$ cat config.mk
export PLATFORM = sky130hd
export DESIGN_NAME = key_event_decoder
export DESIGN_NICKNAME = d
export VERILOG_FILES = /design/src/rtl/key_pkg.sv /design/src/rtl/key_event_decoder.sv
export SDC_FILE = /design/constraint.sdc
export NUM_CORES = 1
export LEC_CHECK = 0
export ABC_AREA = 0
export BUFFER_PORTS_ARGS = -buffer_cell sky130_fd_sc_hd__clkbuf_2
export CORE_MARGIN = 4
export CORE_UTILIZATION = 50
export DETAILED_ROUTE_END_ITERATION = 8
export MAX_ROUTING_LAYER = met4
export PLACE_DENSITY = 0.71
export SYNTH_ARGS = -nofsm -noshare
export SYNTH_HDL_FRONTEND = slang
export SYNTH_SLANG_ARGS = --single-unit
$ cat constraint.sdc
create_clock -name clk -period 5.2 [get_ports clk]
set_input_delay 1.04 -clock clk [delete_from_list [all_inputs] [get_ports clk]]
set_output_delay 1.04 -clock clk [all_outputs]
set_load 0.03 [all_outputs]
$ cat src/rtl/key_pkg.sv
// Shared types and constants for the per-key gesture decoder.
package key_pkg;

  // Gesture-tracking states of the key event decoder.
  typedef enum logic [2:0] {
    ST_IDLE   = 3'd0,
    ST_PRESS1 = 3'd1,
    ST_WAIT2  = 3'd2,
    ST_PRESS2 = 3'd3,
    ST_HOLD   = 3'd4
  } key_state_e;

  // Debounced key levels: the button pulls the line low when pressed.
  localparam logic KEY_PRESSED  = 1'b0;
  localparam logic KEY_RELEASED = 1'b1;

  // Default timing, derived from the 50 MHz system clock.
  localparam int CLK_HZ         = 50_000_000;
  localparam int LONG_CNT_DEF   = CLK_HZ;            // 1 s hold
  localparam int REPEAT_CNT_DEF = CLK_HZ / 5;        // 200 ms repeat period
  localparam int DCLICK_CNT_DEF = (CLK_HZ / 10) * 3; // 300 ms double-click window
  localparam int CNT_W_DEF      = 26;

endpackage

$ cat src/rtl/key_event_decoder.sv
// Turns the debounced level/strobe of one push-button into one-cycle gesture
// pulses: short press, double click, long press and auto-repeat while held.
module key_event_decoder
  import key_pkg::*;
#(
  parameter int LONG_CNT   = LONG_CNT_DEF,
  parameter int REPEAT_CNT = REPEAT_CNT_DEF,
  parameter int DCLICK_CNT = DCLICK_CNT_DEF,
  parameter bit DCLICK_EN  = 1'b1,
  parameter int CNT_W      = CNT_W_DEF
) (
  input  logic clk,
  input  logic rst_n,
  input  logic key_value,
  input  logic key_flag,
  output logic short_press,
  output logic double_click,
  output logic long_press,
  output logic repeat_press,
  output logic busy
);

  localparam logic [CNT_W-1:0] LONG_LAST   = CNT_W'(LONG_CNT - 1);
  localparam logic [CNT_W-1:0] REPEAT_LAST = CNT_W'(REPEAT_CNT - 1);
  localparam logic [CNT_W-1:0] DCLICK_LAST = CNT_W'(DCLICK_CNT - 1);

  key_state_e       state_q, state_d;
  logic [CNT_W-1:0] timer_q, timer_d;
  logic             short_q, short_d;
  logic             dclick_q, dclick_d;
  logic             long_q, long_d;
  logic             repeat_q, repeat_d;
  logic             busy_q, busy_d;

  logic press_ev;
  logic release_ev;

  // Key events exist only on the strobe; the level is ignored otherwise.
  assign press_ev   = key_flag && (key_value == KEY_PRESSED);
  assign release_ev = key_flag && (key_value == KEY_RELEASED);

  // Next state, shared timer and pulse outputs; key events win over timeouts.
  always_comb begin
    state_d  = state_q;
    timer_d  = timer_q + 1'b1;
    short_d  = 1'b0;
    dclick_d = 1'b0;
    long_d   = 1'b0;
    repeat_d = 1'b0;

    case (state_q)
      ST_IDLE: begin
        timer_d = '0;
        if (press_ev) begin
          state_d = ST_PRESS1;
        end
      end

      ST_PRESS1: begin
        if (release_ev) begin
          timer_d = '0;
          if (DCLICK_EN) begin
            state_d = ST_WAIT2;
          end else begin
            state_d = ST_IDLE;
            short_d = 1'b1;
          end
        end else if (timer_q == LONG_LAST) begin
          timer_d = '0;
          state_d = ST_HOLD;
          long_d  = 1'b1;
        end
      end

      ST_WAIT2: begin
        if (press_ev) begin
          timer_d = '0;
          state_d = ST_PRESS2;
        end else if (timer_q == DCLICK_LAST) begin
          timer_d = '0;
          state_d = ST_IDLE;
          short_d = 1'b1;
        end
      end

      ST_PRESS2: begin
        if (release_ev) begin
          timer_d  = '0;
          state_d  = ST_IDLE;
          dclick_d = 1'b1;
        end else if (timer_q == LONG_LAST) begin
          // The first click is reported late, together with the long hold.
          timer_d = '0;
          state_d = ST_HOLD;
          short_d = 1'b1;
          long_d  = 1'b1;
        end
      end

      ST_HOLD: begin
        if (release_ev) begin
          timer_d = '0;
          state_d = ST_IDLE;
        end else if (timer_q == REPEAT_LAST) begin
          timer_d  = '0;
          repeat_d = 1'b1;
        end
      end

      default: begin
        timer_d = '0;
        state_d = ST_IDLE;
      end
    endcase

    busy_d = (state_d != ST_IDLE);
  end

  // State, timer and registered outputs; reset discards any gesture in flight.
  always_ff @(posedge clk or negedge rst_n) begin
    if (!rst_n) begin
      state_q  <= ST_IDLE;
      timer_q  <= '0;
      short_q  <= 1'b0;
      dclick_q <= 1'b0;
      long_q   <= 1'b0;
      repeat_q <= 1'b0;
      busy_q   <= 1'b0;
    end else begin
      state_q  <= state_d;
      timer_q  <= timer_d;
      short_q  <= short_d;
      dclick_q <= dclick_d;
      long_q   <= long_d;
      repeat_q <= repeat_d;
      busy_q   <= busy_d;
    end
  end

  assign short_press  = short_q;
  assign double_click = dclick_q;
  assign long_press   = long_q;
  assign repeat_press = repeat_q;
  assign busy         = busy_q;

endmodule

==> flow_summary_export.csv, run 1 <==
group,metric,value,unit
logic_synthesis,number_of_storage_elements_in_the_synthesis_netlist,34,
logic_synthesis,synth_flop_cell,"dfrtp_1",
detailed_routing,final_antenna_net_count,0,
cts,postCtsSetupBuffers,0,
logic_synthesis,synth_common_cells,"dfrtp_1, nor2_1, nand2_1, xnor2_1",
detailed_routing,remaining_drc_errors,0,
timing,number_of_endpoints_with_negative_hold_slack_in_the_final_report,0,
place,dpl_cell_area,1808,um^2
grt,grt_max_degree,35,
setup_path,worst-path-max-fanout,26,
power_and_ir_drop,vdd.ir_drop.worst,110.9,uV
cts,clk_tree_root_cell,"clkbuf_4",
logic_synthesis,synth.lib_cells_used.distinct,35,
floorplan,io_pins,9,
setup_path,cp-end-kind,"register",
floorplan,initial_standard_cell_utilization_of_the_core,52.12,%
timing,max_freq,423.8,MHz
final_layout,area_growth_from_synthesis_to_final_layout,6.567,%
logic_synthesis,synthesis.area_per_instance,9.739,um^2
grt,total_routing_resource_utilization_after_global_routing,18.24,%
timing,setup_violations,0,
detailed_routing,initialDrtViolationCount,131,
detailed_routing,detail_route.first_pass.iterations,4,
grt,total_congestion_overflow_after_global_routing,0,
run_status,status,"finished clean",
setup_path,worst-setup-path-type,"register to register",
cts,tritoncts.num_buffers,5,
place,dpl.hpwl,2348,um
floorplan,core_area,3363,um^2
final_layout,layout.nets,194,
detailed_routing,detail_routed_via_count_per_cell,5.504,
cts,clock_sink_count,34,
grt,vias_in_the_first_global_route,1330,
worst_hold_path,min_path_type,"register to register",
timing,max_slew.worst_pin.slew,0.8383,ns
setup_path,data_arrival_time_of_the_critical_path,2.55,ns
cts,postCtsHoldBufs,0,
logic_synthesis,synth-warning-count,0,
detailed_routing,vias,1299,
setup_path,peak_per_stage_delay_on_the_critical_path,0.66,ns
logic_synthesis,postSynth.asyncResetShare,100.0,%
logic_synthesis,synthesis.area,1753,um^2
logic_synthesis,post-synth-top-area-fraction,48.54,%
floorplan,die_area,4517,um^2
cts,resized_cells_post_cts,0,
floorplan,die_w,67.21,um
logic_synthesis,synth_largest_area_cell,"dfrtp_1",
logic_synthesis,synth-edff-count,0,
logic_synthesis,net_count_of_the_mapped_netlist,185,
timing,final_sum_of_negative_setup_slack,0,ns
final_layout,layout-drive-gt1-share,8.947,%
cts,clock_tree.htree_level_count,2,
place,place_congestion,0.8454,
timing,share_of_the_cycle_needed_by_the_critical_path_after_routing,45.38,%
job,max-cap-violations,0,
floorplan,die_h,67.21,um
timing,timing_max_transition_violations_final,0,
logic_synthesis,synth_area_leaders,"dfrtp_1, nor2_1, xnor2_1",
timing,rsz0062_at_grt,"no",
grt,initial_antenna_violation_count,0,
setup_path,timing.critical_path.cells,"ha_1 -> nand4_1 -> nor4_4 -> a31o_1 -> o211a_1 -> nor2_1",
place,port_buffers,8,
cts,clkSlewWorstSetupHoldPaths,0.10,ns
final_layout,nFillCells,327,
cts,clockBufferDepth,2,
logic_synthesis,synth_sequential_area_ratio,48.54,%
timing,skew_final,0.01185,ns
setup_path,timing.critical_path.from_type,"register",
floorplan,rows,21,
detailed_routing,post_drt_wl_per_cell,14.11,um
grt,grt_pass1_wl,5954,um
power_and_ir_drop,power_density,264.7,nW/um^2
power_and_ir_drop,p_leak,0.0008174,uW
final_layout,insertedDiodeCount,0,
final_layout,final_design_area_no_fill,1868,um^2
timing,fin_crit,2.360,ns
logic_synthesis,synthesis.instances,180,
cts,clock_latency,0.34,ns
detailed_routing,totalWireLength,3329,um
setup_path,cp_data_required_time,5.39,ns
setup_path,crit_path_top_delay_cell,"o211a_1",
timing,worst_max_slew_margin_expressed_relative_to_the_limit,44.12,%
cts,tritoncts_clock_tree,"yes",
==> stage by stage <==
stage                     setup WS [ns]  std cells  hold WS, ns  utilization (%)  total power (uW)
after floorplan                   3.310        180       0.4507                -             337.5
after global placement            2.812        228       0.4751            53.76             343.1
after detailed placement          2.754        228       0.4900            53.76             346.2
after CTS                         2.804        236       0.5037            55.54             498.5
after global routing              2.563        236       0.5516            55.54             521.9
final                             2.840        236       0.5037            55.54             494.5
==> layer usage <==
metal	global-route usage (%)	up-vias	part of all wire, %
li1	-	638	-
met1	19.64	630	43
met2	31.29	24	51
met3	5.158	7	4.4
met4	7.848	0	1.8
met5	-	-	0
==> final cells by class <==
cell class / count / area (um^2) / area share [%]
Inverter: 2 / 7.507 / 0.4019
Sequential cell: 34 / 850.8 / 45.55
Multi-Input combinational cell: 138 / 852.1 / 45.61
Clock buffer: 7 / 55.05 / 2.947
Tap cell: 46 / 57.56 / 3.081
Timing Repair Buffer: 8 / 40.04 / 2.143
Clock inverter: 1 / 5.005 / 0.2679
==> flip-flops by register name (all words and copies together) (netlist names) <==
name,flops
short_press,1
state_q,3
repeat_press,1
busy,1
double_click,1
timer_q,26
long_press,1
==> critical path: cells and delay by family, from the launching register on <==
family                   cells  cell delay [ns]
adder cells (fa/ha/maj)      1             0.22
AO/OA/AOI/OAI                2             0.85
AND/OR/NAND/NOR              3             0.73
flip-flops                   1             0.41
==> layout by cell type (no fill, tap or decap), drive strengths merged, types with 2 or more instances in the layout <==
cell and n:
a21oi 3, nand4 5, nand2 14, or3 2, and3 9, a21o 2
nand2b 2, nand4bb 3, nor2b 4, or3b 2, nor3 6, inv 2
xnor2 14, clkbuf 15, dfrtp 34, xor2 10, nand3 10, nor2 34
nor4 6, and2 2
==> kinds of logic (layout without fill, tap and decap cells) <==
logic type / Yosys count / count (layout) / synth area share, %
xor gates and xnor gates: 24 / 24 / 11.99
and+or+nand+nor: 103 / 103 / 31.83
adders and majority gates: 1 / 1 / 0.7137
AOI/OAI and AO/OA: 10 / 10 / 4.069
buffers and inverters: 8 / 18 / 2.855
DFF: 34 / 34 / 48.54
==> path summary, 6_finish.rpt <==
| path | start | end | slack [ns] | cells after the start |
|---|---|---|---|---|
| worst max-delay path | timer_q[0] | timer_q[2] | 2.84 | 6 |
| worst min-delay path | timer_q[0] | timer_q[0] | 0.50 | 1 |
| worst max register to register | timer_q[0] | timer_q[2] | 2.84 | 6 |
| worst min register to register | timer_q[0] | timer_q[0] | 0.50 | 1 |
| max in group asynchronous | rst_n | timer_q[13] | 3.88 | 1 |
| min in group asynchronous | rst_n | busy | 0.78 | 1 |
==> power by group <==
part | total, uW | switching, uW | internal, uW
clock | 154 | 88.6 | 65.5
combinational | 51.9 | 35.1 | 16.8
sequential | 288 | 12.9 | 276
Power figures use the tool's default switching activity.
==> inputs of run 2 (changes only) <==
==> constraint.sdc (replaced) <==
create_clock -name clk -period 2.2 [get_ports clk]
set_input_delay 0.44 -clock clk [delete_from_list [all_inputs] [get_ports clk]]
set_output_delay 0.44 -clock clk [all_outputs]
set_load 0.03 [all_outputs]
==> run 2 against run 1 <==
Sequential power up 140%. Clock-buffer cell count rose by 1. Combinational power rose to 2.6 times the previous value. Via count increased by 1.6%. Sequential cell count unchanged. First-iteration DRC count fell by 21%. Die area unchanged. Critical path type unchanged. Critical endpoint is now timer_q[5]. Largest cell class unchanged. Largest power group unchanged. Highest routed layer unchanged.
==> flow_summary_export.csv, run 2 (synthesized netlist as in run 1, its figures left out) <==
group,metric,value,unit
cts,clk_tree_root_cell,"clkbuf_4",
setup_path,regToRegSetupSlack,0.22,ns
detailed_routing,vias,1320,
grt,grt_max_degree,35,
setup_path,worst-path-max-fanout,19,
final_layout,max_flop_register,"timer_q",
detailed_routing,post_drt_wl_per_cell,13.59,um
final_layout,insertedDiodeCount,0,
timing,setup_violations,0,
timing,fin_crit,1.979,ns
floorplan,initial_standard_cell_utilization_of_the_core,52.12,%
floorplan,die_h,67.21,um
timing,worst_max_slew_margin_expressed_relative_to_the_limit,45.33,%
setup_path,worst-setup-path-type,"register to register",
power_and_ir_drop,power_density,645.9,nW/um^2
cts,resized_cells_post_cts,0,
worst_hold_path,min_path_type,"primary input to async pin",
detailed_routing,detail_route.first_pass.iterations,4,
floorplan,core_area,3363,um^2
timing,least_setup_slack_across_all_paths_after_layout,0.2206,ns
final_layout,max_ffs_per_register,26,
grt,total_routing_resource_utilization_after_global_routing,17.08,%
floorplan,rows,21,
setup_path,crit-reg2reg-launch,"timer_q[0]",
floorplan,die_w,67.21,um
timing,max_slew.worst_pin.slew,0.8200,ns
setup_path,timing.critical_path.from_type,"register",
cts,tritoncts.num_buffers,5,
cts,clkSlewWorstSetupHoldPaths,0.10,ns
setup_path,timing.critical_path.cells,"ha_1 -> nand4_1 -> nor4_4 -> a31o_1 -> o211a_1 -> buf_4 -> nor2_1",
grt,grt_pass1_wl,5602,um
final_layout,layout.cells.most_common_list,"nor2_1, dfrtp_1, nand2_1, xnor2_1",
power_and_ir_drop,vdd.ir_drop.worst,387.6,uV
detailed_routing,detail_routed_via_count_per_cell,5.523,
cts,postCtsSetupBuffers,0,
timing,share_of_the_cycle_needed_by_the_critical_path_after_routing,89.97,%
setup_path,path_buf_inv,1,
detailed_routing,initialDrtViolationCount,104,
cts,clockBufferDepth,2,
job,max-cap-violations,0,
floorplan,die_area,4517,um^2
setup_path,crit_path_top_delay_cell,"dfrtp_1",
setup_path,cp_num_cells,7,
run_status,status,"finished clean",
cts,clock_latency,0.33,ns
setup_path,data_arrival_time_of_the_critical_path,2.20,ns
timing,rsz0062_at_grt,"no",
cts,postCtsHoldBufs,0,
timing,max_freq,505.2,MHz
place,port_buffers,8,
cts,clock_tree.htree_level_count,2,
setup_path,cp-end-kind,"register",
timing,skew_final,0.003702,ns
place,pre_cts_ws,0.2368,ns
floorplan,io_pins,9,
place,dpl.hpwl,2353,um
setup_path,timing.rr.end,"timer_q[5]",
grt,total_congestion_overflow_after_global_routing,0,
final_layout,layout.nets,197,
timing,timing_max_transition_violations_final,0,
cts,clock_sink_count,34,
grt,initial_antenna_violation_count,0,
setup_path,peak_per_stage_delay_on_the_critical_path,0.40,ns
timing,final_sum_of_negative_setup_slack,0,ns
final_layout,layout_top_registers,"timer_q x26, state_q x3",
place,place_congestion,0.8140,
timing,number_of_endpoints_with_negative_hold_slack_in_the_final_report,0,
grt,vias_in_the_first_global_route,1326,
detailed_routing,remaining_drc_errors,0,
power_and_ir_drop,p_leak,0.0008416,uW
setup_path,cp_data_required_time,2.42,ns
setup_path,worstRegToRegCells,7,
detailed_routing,totalWireLength,3247,um
cts,tritoncts_clock_tree,"yes",
setup_path,cp_top_delay_family,"simple AND/OR/NAND/NOR gates",
final_layout,area_growth_from_synthesis_to_final_layout,8.922,%
final_layout,layout-drive-gt1-share,10.88,%
detailed_routing,final_antenna_net_count,0,
-- run 2: changes by cell type in the layout (fill, tap and decap cells not counted) --
cell | previous run | this run
buf_4 | 0 | 3
clkbuf_1 | 1 | 0
clkbuf_8 | 1 | 3
clkinv_2 | 1 | 0
-- run 2: worst max path at each step --
stage | from | to | slack [ns]
finish | timer_q[0] | timer_q[5] | 0.22
detailed placement | timer_q[0] | timer_q[14] | 0.24
floorplan | timer_q[0] | timer_q[10] | 0.40
global route | timer_q[0] | timer_q[8] | 0.08
CTS | timer_q[0] | timer_q[5] | 0.22
global placement | timer_q[11] | timer_q[5] | 0.32
-- run 2: power breakdown --
group	total, uW	internal (uW)	leakage, uW	switching (uW)
sequential	681	651	0.000467	29.3
combinational	135	50.4	0.000330	84.3
clock	418	218	0.0000446	200
-- run 2: final cells by class --
type | instances | area [um^2]
fillers | 318 | 1454
multi-input cells | 138 | 852.1
flip-flops and latches | 34 | 850.8
clock buffers | 8 | 78.83
repair buffers | 11 | 62.56
well taps | 46 | 57.56
inverters | 2 | 7.507
-- run 2: through the flow --
stage               hold slack [ns]  total power [uW]  area (um^2)  utilization [%]  std cells
floorplan                    0.1444             797.6         1753                -        180
CTS                          0.2054              1251         1909            56.77        239
detailed placement           0.4856             829.6         1831            54.43        231
global route                 0.2453              1288         1909            56.77        239
finish                       0.1852              1233         1909            56.77        239
global placement             0.4670             824.7         1831            54.43        231
-- run 2: per-layer routing --
layer  part of all wire, %  track usage (%)
met2                    48            27.12
met4                   1.3            7.848
met1                    47            19.89
met5                     0                -
met3                   4.3            5.158
==> inputs of run 3 (changes only) <==
--- a/config.mk
+++ b/config.mk
@@ -7,6 +7,7 @@
 export LEC_CHECK = 0
 export ABC_AREA = 0
 export BUFFER_PORTS_ARGS = -buffer_cell sky130_fd_sc_hd__clkbuf_2
+export CORE_ASPECT_RATIO = 0.75
 export CORE_MARGIN = 4
 export CORE_UTILIZATION = 50
 export DETAILED_ROUTE_END_ITERATION = 8
==> constraint.sdc (replaced) <==
create_clock -name clk -period 2.2 [get_ports clk]
set_input_delay 0.22 -clock clk [delete_from_list [all_inputs] [get_ports clk]]
set_output_delay 0.22 -clock clk [all_outputs]
set_load 0.03 [all_outputs]
==> run 3 against run 2 <==
Design area grew 0.26%. Global-route usage grew 0.42 points. Wire length grew 3.3%. Clock skew grew 0.00075 ns. Sequential power is essentially flat. Worst hold slack lost 0.16 ns. Utilization grew 0.66 points. Critical path depth is the same. Register-to-register slack is essentially flat. Critical endpoint is now timer_q[3].
==> flow_summary_export.csv, run 3 (synthesized netlist as in run 1, its figures left out) <==
group,metric,value,unit
setup_path,worst-setup-path-type,"register to register",
floorplan,core_area,3333,um^2
detailed_routing,vias,1309,
final_layout,max_ffs_per_register,26,
setup_path,peak_per_stage_delay_on_the_critical_path,0.40,ns
grt,grt_max_degree,35,
cts,clockBufferDepth,2,
place,port_buffers,8,
timing,rsz0062_at_grt,"no",
power_and_ir_drop,power,1282,uW
floorplan,die_area,4527,um^2
cts,clock_tree.htree_level_count,2,
grt,total_routing_resource_utilization_after_global_routing,17.50,%
power_and_ir_drop,vdd.ir_drop.worst,434.6,uV
final_layout,multiInputGateArea,852.1,um^2
final_layout,layout_top_registers,"timer_q x26, state_q x3",
final_layout,layout.nets,197,
setup_path,worst-path-max-fanout,15,
grt,total_congestion_overflow_after_global_routing,0,
timing,worst_max_slew_margin_expressed_relative_to_the_limit,46.40,%
grt,initial_antenna_violation_count,0,
job,max-cap-violations,0,
final_layout,insertedDiodeCount,0,
setup_path,cp_top_delay_family,"simple AND/OR/NAND/NOR gates",
floorplan,die_w,76.37,um
power_and_ir_drop,p_leak,0.0008452,uW
setup_path,path_buf_inv,1,
cts,clkSlewWorstSetupHoldPaths,0.07,ns
detailed_routing,remaining_drc_errors,0,
timing,number_of_endpoints_with_negative_hold_slack_in_the_final_report,0,
final_layout,nFillCells,295,
final_layout,layout.cells.most_common_list,"nor2_1, dfrtp_1, nand2_1, xnor2_1",
floorplan,rows,18,
floorplan,io_pins,9,
setup_path,cp-end-kind,"register",
timing,fin_crit,1.977,ns
setup_path,regToRegSetupSlack,0.22,ns
detailed_routing,post_drt_wl_per_cell,14.39,um
grt,vias_in_the_first_global_route,1343,
place,dpl.hpwl,2419,um
detailed_routing,detail_routed_via_count_per_cell,5.618,
final_layout,reg_area,850.8,um^2
final_layout,area_growth_from_synthesis_to_final_layout,9.208,%
floorplan,die_h,59.28,um
cts,clk_tree_root_cell,"clkbuf_8",
detailed_routing,initialDrtViolationCount,68,
timing,hold_ws,0.02164,ns
detailed_routing,final_antenna_net_count,0,
timing,max_slew.worst_pin.slew,0.8040,ns
cts,tritoncts_clock_tree,"yes",
final_layout,layout-drive-gt1-share,10.36,%
detailed_routing,detail_route.first_pass.iterations,4,
timing,setup_violations,0,
final_layout,max_flop_register,"timer_q",
detailed_routing,totalWireLength,3354,um
worst_hold_path,min_path_type,"primary input to async pin",
cts,clock_latency,0.28,ns
setup_path,data_arrival_time_of_the_critical_path,2.14,ns
cts,postCtsHoldBufs,0,
setup_path,cp_data_required_time,2.36,ns
place,place_congestion,0.8403,
setup_path,timing.critical_path.from_type,"register",
cts,resized_cells_post_cts,0,
grt,grt_pass1_wl,6030,um
timing,max_freq,505.9,MHz
floorplan,initial_standard_cell_utilization_of_the_core,52.59,%
power_and_ir_drop,power_density,669.5,nW/um^2
cts,clock_sink_count,34,
run_status,status,"finished clean",
final_layout,final_core_util,57.43,%
cts,postCtsSetupBuffers,0,
setup_path,crit_path_top_delay_cell,"nor4_4",
timing,skew_final,0.004456,ns
cts,tritoncts.num_buffers,5,
setup_path,timing.critical_path.cells,"ha_1 -> nand4_1 -> nor4_4 -> a31o_1 -> o211a_1 -> buf_4 -> nor2_1",
timing,final_sum_of_negative_setup_slack,0,ns
timing,timing_max_transition_violations_final,0,
timing,share_of_the_cycle_needed_by_the_critical_path_after_routing,89.85,%
run 3: changes by cell type in the layout (fill, tap and decap cells not counted):
cell,previous run,this run
clkbuf_4,5,0
clkbuf_8,3,6
clkbuf_1,0,1
clkinv_2,0,1
run 3: power breakdown:
part / total [uW] / internal [uW] / leakage (uW) / switching, uW
combinational: 136 / 50.9 / 0.000330 / 84.8
clock: 464 / 252 / 0.0000482 / 212
sequential: 682 / 652 / 0.000467 / 30.0
total: 1280 / 955 / 0.000845 / 326
run 3: layer usage:
layer / track usage, % / wire, um / up-vias
met5: - / 0 / -
met4: 8.269 / 42 / 0
met3: 4.559 / 129 / 5
met2: 26.91 / 1561 / 22
met1: 21.94 / 1621 / 639
li1: - / - / 643
run 3: layout make-up:
class	count	area share, %
tap	40	2.614
multi-input combinational	138	44.51
sequential	34	44.44
clock inverter	1	0.2614
timing repair buffer	11	3.268
inverter	2	0.3922
clock buffer	7	4.510
run 3: path summary, 6_finish.rpt:
kind | startpoint | to | cells after the start
max in group asynchronous | rst_n | timer_q[5] | 1
min in group clk | key_value | state_q[2] | 2
hold / removal | rst_n | timer_q[12] | 1
hold reg to reg | timer_q[0] | timer_q[0] | 1
setup reg to reg | timer_q[0] | timer_q[3] | 7
setup / recovery | timer_q[0] | timer_q[3] | 7
run 3: through the flow:
stage               instance area [um^2]  setup slack, ns  instances
floorplan                           1753           0.3964        180
global placement                    1823           0.3528        225
detailed placement                  1823           0.2281        225
CTS                                 1914           0.2315        233
global route                        1914          0.04897        233
finish                              1914           0.2234        233
run 3: worst reg2reg max path, stage by stage, from the launching register on:
cell,delay (ns)
dfrtp_1,0.39
ha_1,0.22
nand4_1,0.23
nor4_4,0.40
a31o_1,0.19
o211a_1,0.15
buf_4,0.20
nor2_1,0.08
